## src/rtl/cpu19_pkg.sv

```systemverilog
// Shared types and widths for the 19-bit CPU register-file write path.
// Holds the write-request and LU holding-entry types plus the pipeline writeback data mux.
package cpu19_pkg;

  localparam int DATA_W         = 19;
  localparam int RADDR_W        = 3;
  localparam int FIFO_DEPTH_DEF = 2;
  localparam int STARVE_MAX_DEF = 4;

  typedef logic [RADDR_W-1:0] rf_addr_t;
  typedef logic [DATA_W-1:0]  rf_data_t;

  typedef struct packed {
    logic     we;
    rf_addr_t waddr;
    rf_data_t wdata;
  } wb_req_t;

  typedef struct packed {
    rf_addr_t rd;
    rf_data_t data;
  } lu_entry_t;

  function automatic rf_data_t sel_wb_data(input logic memtoreg,
                                           input rf_data_t rdata,
                                           input rf_data_t alu_out);
    return memtoreg ? rdata : alu_out;
  endfunction

endpackage

```

## src/rtl/wb_port_arbiter_if.sv

```systemverilog
// Bundle of the MEM/WB writeback, long-latency-unit and register-file write signals.
// master = upstream pipeline/LU/regfile side, slave = the arbiter.
interface wb_port_arbiter_if;
  import cpu19_pkg::*;

  logic     wb_regwrite;
  logic     wb_memtoreg;
  rf_data_t wb_rdata;
  rf_data_t wb_out;
  rf_addr_t wb_rd;

  logic     lu_valid;
  rf_data_t lu_data;
  rf_addr_t lu_rd;
  logic     lu_ready;

  logic     pipe_stall;

  logic     rf_we;
  rf_addr_t rf_waddr;
  rf_data_t rf_wdata;

  modport master (
    output wb_regwrite, wb_memtoreg, wb_rdata, wb_out, wb_rd,
    output lu_valid, lu_data, lu_rd,
    input  lu_ready, pipe_stall,
    input  rf_we, rf_waddr, rf_wdata
  );

  modport slave (
    input  wb_regwrite, wb_memtoreg, wb_rdata, wb_out, wb_rd,
    input  lu_valid, lu_data, lu_rd,
    output lu_ready, pipe_stall,
    output rf_we, rf_waddr, rf_wdata
  );

endinterface

```

## src/rtl/wb_hold_fifo.sv

```systemverilog
// Small holding FIFO for long-latency-unit results awaiting the register-file write port.
// DEPTH must be a power of two (>=2) so the pointers wrap by natural overflow.
module wb_hold_fifo
  import cpu19_pkg::*;
#(
  parameter int DEPTH = 2
) (
  input  logic                   clk,
  input  logic                   rst_n,
  input  logic                   push,
  input  logic                   pop,
  input  lu_entry_t              din,
  output lu_entry_t              dout,
  output logic                   full,
  output logic                   empty,
  output logic [$clog2(DEPTH):0] count
);

  localparam int PTR_W = $clog2(DEPTH);
  localparam int CNT_W = PTR_W + 1;

  lu_entry_t        mem [DEPTH];
  logic [PTR_W-1:0] wr_ptr;
  logic [PTR_W-1:0] rd_ptr;
  logic             do_push;
  logic             do_pop;

  // Full is judged on the registered count only, so a same-cycle pop never frees a slot early.
  assign full    = (count == CNT_W'(DEPTH));
  assign empty   = (count == '0);
  assign do_push = push && !full;
  assign do_pop  = pop && !empty;
  assign dout    = mem[rd_ptr];

  always_ff @(posedge clk) begin
    if (!rst_n) begin
      wr_ptr <= '0;
      rd_ptr <= '0;
      count  <= '0;
    end else begin
      if (do_push) wr_ptr <= wr_ptr + PTR_W'(1);
      if (do_pop)  rd_ptr <= rd_ptr + PTR_W'(1);
      case ({do_push, do_pop})
        2'b10:   count <= count + CNT_W'(1);
        2'b01:   count <= count - CNT_W'(1);
        default: count <= count;
      endcase
    end
  end

  always_ff @(posedge clk) begin
    if (do_push) mem[wr_ptr] <= din;
  end

endmodule

```

## src/rtl/wb_port_arbiter.sv

```systemverilog
// Register-file write-port arbiter: pipeline writeback has priority, LU results drain from a FIFO.
// Optional starvation guard (pipe_stall) is built only when WB_ARB_STARVE_GUARD_EN is defined.
module wb_port_arbiter
  import cpu19_pkg::*;
#(
  parameter int FIFO_DEPTH = FIFO_DEPTH_DEF,
  parameter int STARVE_MAX = STARVE_MAX_DEF
) (
  input logic              clk,
  input logic              rst_n,
  wb_port_arbiter_if.slave bus
);

  lu_entry_t                  lu_in;
  lu_entry_t                  head;
  logic                       fifo_full;
  logic                       fifo_empty;
  logic [$clog2(FIFO_DEPTH):0] fifo_count;
  logic                       push;
  logic                       pop;
  logic                       stall;
  logic                       pipe_req;
  rf_data_t                   pipe_data;
  wb_req_t                    next_req;
  wb_req_t                    rf_q;

  assign lu_in     = '{rd: bus.lu_rd, data: bus.lu_data};
  assign push      = bus.lu_valid && !fifo_full;
  assign pipe_req  = bus.wb_regwrite && !stall;
  assign pop       = !pipe_req && !fifo_empty;
  assign pipe_data = sel_wb_data(bus.wb_memtoreg, bus.wb_rdata, bus.wb_out);

  wb_hold_fifo #(.DEPTH(FIFO_DEPTH)) u_hold_fifo (
    .clk   (clk),
    .rst_n (rst_n),
    .push  (push),
    .pop   (pop),
    .din   (lu_in),
    .dout  (head),
    .full  (fifo_full),
    .empty (fifo_empty),
    .count (fifo_count)
  );

`ifdef WB_ARB_STARVE_GUARD_EN
  localparam int SC_W = $clog2(STARVE_MAX + 1);

  logic [SC_W-1:0] starve_cnt;

  // Counts how long the FIFO head has been passed over; saturates so the stall stays asserted.
  always_ff @(posedge clk) begin
    if (!rst_n) begin
      starve_cnt <= '0;
    end else if (fifo_empty || pop) begin
      starve_cnt <= '0;
    end else if (starve_cnt != SC_W'(STARVE_MAX)) begin
      starve_cnt <= starve_cnt + SC_W'(1);
    end
  end

  assign stall = (fifo_count != '0) && (starve_cnt == SC_W'(STARVE_MAX));
`else
  logic unused_count;

  assign stall        = 1'b0;
  assign unused_count = ^fifo_count;
`endif

  // Address/data hold their last value when nothing is granted; only the enable drops.
  always_comb begin
    next_req    = rf_q;
    next_req.we = 1'b0;
    if (pipe_req) begin
      next_req = '{we: 1'b1, waddr: bus.wb_rd, wdata: pipe_data};
    end else if (!fifo_empty) begin
      next_req = '{we: 1'b1, waddr: head.rd, wdata: head.data};
    end
  end

  always_ff @(posedge clk) begin
    if (!rst_n) begin
      rf_q <= '0;
    end else begin
      rf_q <= next_req;
    end
  end

  assign bus.lu_ready   = !fifo_full;
  assign bus.pipe_stall = stall;
  assign bus.rf_we      = rf_q.we;
  assign bus.rf_waddr   = rf_q.waddr;
  assign bus.rf_wdata   = rf_q.wdata;

endmodule

```

## src/flat_wrapper.sv

```systemverilog
// flat-port wrapper written by rule: the top's interface ports become plain ports
module wb_port_arbiter_flat import cpu19_pkg::*;
#(
  parameter int FIFO_DEPTH = FIFO_DEPTH_DEF,
  parameter int STARVE_MAX = STARVE_MAX_DEF
)
  (clk, rst_n, bus_wb_regwrite, bus_wb_memtoreg, bus_wb_rdata, bus_wb_out, bus_wb_rd, bus_lu_valid, bus_lu_data, bus_lu_rd, bus_lu_ready, bus_pipe_stall, bus_rf_we, bus_rf_waddr, bus_rf_wdata);
  wb_port_arbiter_if bus_i ();
  input logic clk;
  input logic rst_n;
  input wire logic [$bits(bus_i.wb_regwrite)-1:0] bus_wb_regwrite;
  input wire logic [$bits(bus_i.wb_memtoreg)-1:0] bus_wb_memtoreg;
  input wire logic [$bits(bus_i.wb_rdata)-1:0] bus_wb_rdata;
  input wire logic [$bits(bus_i.wb_out)-1:0] bus_wb_out;
  input wire logic [$bits(bus_i.wb_rd)-1:0] bus_wb_rd;
  input wire logic [$bits(bus_i.lu_valid)-1:0] bus_lu_valid;
  input wire logic [$bits(bus_i.lu_data)-1:0] bus_lu_data;
  input wire logic [$bits(bus_i.lu_rd)-1:0] bus_lu_rd;
  output wire logic [$bits(bus_i.lu_ready)-1:0] bus_lu_ready;
  output wire logic [$bits(bus_i.pipe_stall)-1:0] bus_pipe_stall;
  output wire logic [$bits(bus_i.rf_we)-1:0] bus_rf_we;
  output wire logic [$bits(bus_i.rf_waddr)-1:0] bus_rf_waddr;
  output wire logic [$bits(bus_i.rf_wdata)-1:0] bus_rf_wdata;
  assign bus_i.wb_regwrite = bus_wb_regwrite;
  assign bus_i.wb_memtoreg = bus_wb_memtoreg;
  assign bus_i.wb_rdata = bus_wb_rdata;
  assign bus_i.wb_out = bus_wb_out;
  assign bus_i.wb_rd = bus_wb_rd;
  assign bus_i.lu_valid = bus_lu_valid;
  assign bus_i.lu_data = bus_lu_data;
  assign bus_i.lu_rd = bus_lu_rd;
  assign bus_lu_ready = bus_i.lu_ready;
  assign bus_pipe_stall = bus_i.pipe_stall;
  assign bus_rf_we = bus_i.rf_we;
  assign bus_rf_waddr = bus_i.rf_waddr;
  assign bus_rf_wdata = bus_i.rf_wdata;
  wb_port_arbiter #(.FIFO_DEPTH(FIFO_DEPTH), .STARVE_MAX(STARVE_MAX)) u_core (.clk(clk), .rst_n(rst_n), .bus(bus_i));
endmodule
```

## config.mk

```make
export PLATFORM = sky130hd
export DESIGN_NAME = wb_port_arbiter_flat
export DESIGN_NICKNAME = d
export VERILOG_FILES = /design/src/rtl/cpu19_pkg.sv /design/src/rtl/wb_port_arbiter_if.sv /design/src/rtl/wb_hold_fifo.sv /design/src/rtl/wb_port_arbiter.sv /design/src/flat_wrapper.sv
export SDC_FILE = /design/constraint.sdc
export NUM_CORES = 1
export LEC_CHECK = 0
export CAP_MARGIN = 25
export CORE_UTILIZATION = 42
export CTS_CLUSTER_DIAMETER = 30
export DETAILED_ROUTE_END_ITERATION = 8
export PLACE_DENSITY_LB_ADDON = 0.3
export SLEW_MARGIN = 20
export SYNTH_ARGS = -nofsm -noshare
export SYNTH_HDL_FRONTEND = slang
export SYNTH_SLANG_ARGS = --single-unit
```

## constraint.sdc

```tcl
create_clock -name clk -period 1.6 [get_ports clk]
set_input_delay 0.32 -clock clk [delete_from_list [all_inputs] [get_ports clk]]
set_output_delay 0.32 -clock clk [all_outputs]
set_load 0.02 [all_outputs]
```

==> impl_metrics.tcl <==
set metrics [dict create \
    syn2layout_area_growth_pct 44.7 \
    yosysWarnings 0 \
    dieArea_sq_mm 0.00754 \
    totalWireLength_mm 6.20 \
    max_stage_delay_ns 0.34 \
    synth_top_area_frac 0.437 \
    drv_slew 0 \
    grt_pass1_wl_mm 9.86 \
    yosysUniqueCellTypes 30 \
    numCtsBuffers 9 \
    clockBufferDepth 2 \
    die_h_um 86.8 \
    critPathArrivalTime_ns 1.17 \
    clk_pin_slew_ns 0.07 \
    max_freq_mhz 673 \
    finalHoldViolCount 0 \
    cpMaxStageDelayCell "dfxtp_2" \
    synth_area_leaders "edfxtp_1, dfxtp_1, mux2i_1, mux2_2, nand2_1" \
    seq_area_frac_synth 0.623 \
    fin_worst_skew_ns 0.0119 \
    h-tree-depth 3 \
    grt_setup_unrepaired "false" \
    startpoint_type "flop" \
    drive_gt1_frac 0.232 \
    cts_tree "done" \
    ant_nets 0 \
    endpoint_kind "output pin" \
    syn-num-nets 291 \
    crit_path_max_fanout 5 \
    grt_pass1_vias 2073 \
    async_reset_ff_frac 0 \
    track_usage 0.179 \
    setup_viol 0 \
    die_w_um 86.8 \
    path_buf_inv 1 \
    synthTopCellsByCount "edfxtp_1, nand2_1, dfxtp_1" \
    vias_per_cell 4.83 \
    gp_congestion 0.784 \
    worstPathRequired_ns 1.28 \
    synth_ff_type "edfxtp_1" \
    antennaDiodeCount 0 \
    grt_max_degree 20 \
    synth_most_common_cell "edfxtp_1" \
    std_cell_rows 30 \
    dr.pass1.iters 4 \
    syn_inst 222 \
    hold_path_class "input pin to flop" \
    dp_hpwl_mm 4.61 \
    power_density_mw_per_mm2 1280 \
    drcViolationCount 0 \
    numPortBuffers 91 \
    power_mw 5.62 \
    synth-edff-count 44 \
    syn_area_per_cell_sq_um 13.6 \
    core-area_sq_mm 0.00687 \
    synth_area_leader_cell "edfxtp_1" \
    synth_area_sq_mm 0.00302 \
    multi_input_area_sq_mm 0.00104 \
    maxCapViolCount 0 \
    hold_ws_ns 0.369 \
    start_util 0.440 \
    nNetsFinal 400 \
    final.period_utilization 0.928 \
    clock_latency_ns 0.33 \
    leakage_nw 1.73 \
    cp_top_family "flip-flops" \
    routedWlPerCell_um 14.4 \
    ff_latch_area_sq_mm 0.00188 \
    crit_type "flop to output pin" \
    io_pins 93 \
    run_status "completed" \
    cts_sinks 72 \
    first_iter_violations 40 \
    grt_antenna_before_repair 0 \
    ir_drop_uv 684 \
    cts_root_buffer "clkbuf_8" \
    crit_chain "nand2b_2, clkdlybuf4s15_1" \
    num_vias 2085 \
    fillers 549 \
    synth_seq_cells 72 \
    period_needed_ns 1.49 \
    grt_overflow 0 \
]
[layer usage]
layer,vias to the layer above,GRT usage,wire length (um)
met5,-,0,0
met4,0,0.0727,90
met3,8,0.0419,303
met2,61,0.314,3280
met1,990,0.209,2530
li1,1026,-,-
[worst min-delay path, stage by stage]
cell and delay (ns):
dlymetal6s2s_1 0.13, a21oi_1 0.09, a21oi_1 0.13
[power breakdown]
part | total, mW | switching [mW] | internal [mW]
Combinational | 1.80 | 0.892 | 0.906
Sequential | 2.46 | 0.134 | 2.32
Clock | 1.36 | 0.644 | 0.715
Total | 5.62 | 1.67 | 3.95
[area by class of cell]
class / instances / area share
clock inverters: 6 / 0.0140
flip-flops and latches: 72 / 0.431
well taps: 96 / 0.0275
repair buffers: 111 / 0.258
inverters: 3 / 0.00343
clock buffers: 10 / 0.0292
multi-input cells: 134 / 0.237
[stage by stage]
step	cell area [sq um]	instances	TNS [ns]	setup slack, ns	utilization
floorplan	3030	222	0	0.0313	-
global placement	4190	416	-1.78	-0.263	0.609
detailed placement	4190	416	-2.14	-0.309	0.609
CTS	4350	432	0	0.000190	0.634
global route	4370	432	0	0.0507	0.637
finish	4370	432	0	0.115	0.637
[layout by cell type, fill, tap and decap left out, types with 7 or more instances in the layout]
master	n
clkbuf_8	9
edfxtp_1	44
dfxtp_1	26
o211ai_2	10
o211ai_1	9
nand2_1	39
buf_4	14
mux2i_1	22
dlygate4sd2_1	18
a21oi_1	7
clkdlybuf4s50_1	66
mux2_2	19
[final timing paths]
path                            slack [ns]                   startpoint  depth (start not counted)                          end
worst max-delay path                  0.11  u_core.u_hold_fifo.count[0]                          2                 bus_lu_ready
worst min-delay path                  0.37              bus_wb_regwrite                          3       u_core.bus.rf_waddr[0]
worst max register to register        0.14  u_core.u_hold_fifo.count[0]                          5  u_core.u_hold_fifo.count[1]
worst min register to register        0.46      u_core.bus.rf_wdata[17]                          2      u_core.bus.rf_wdata[17]
[sequential cells by signal (all words and copies together) (netlist names), named ones only]
name and count:
u_core.u_hold_fifo.mem 44, u_core.bus.rf_wdata 19, u_core.bus.rf_waddr 3, u_core.u_hold_fifo.count 2
u_core.bus.rf_we 1, u_core.u_hold_fifo.rd_ptr 1, u_core.u_hold_fifo.wr_ptr 1
[cells by family after synthesis]
logic type               Yosys count  share of synthesized area
adder cells (fa/ha/maj)            1                    0.00414
flip-flops                        72                      0.623
XOR/XNOR                           3                    0.00870
other                              1                    0.00124
multiplexers                      41                      0.144
buffers and inverters             16                     0.0381
AND/OR/NAND/NOR                   58                     0.0969
AO/OA/AOI/OAI                     30                     0.0845
[what timing repair did]
item | CTS | global route
resized for setup | 20 | 9
buffers inserted | 0 | 0
hold buffers | 0 | 0
hold endpoints to repair | 0 | 0
setup endpoints to repair | 19 | 7
(Power assumes the default switching activity.)
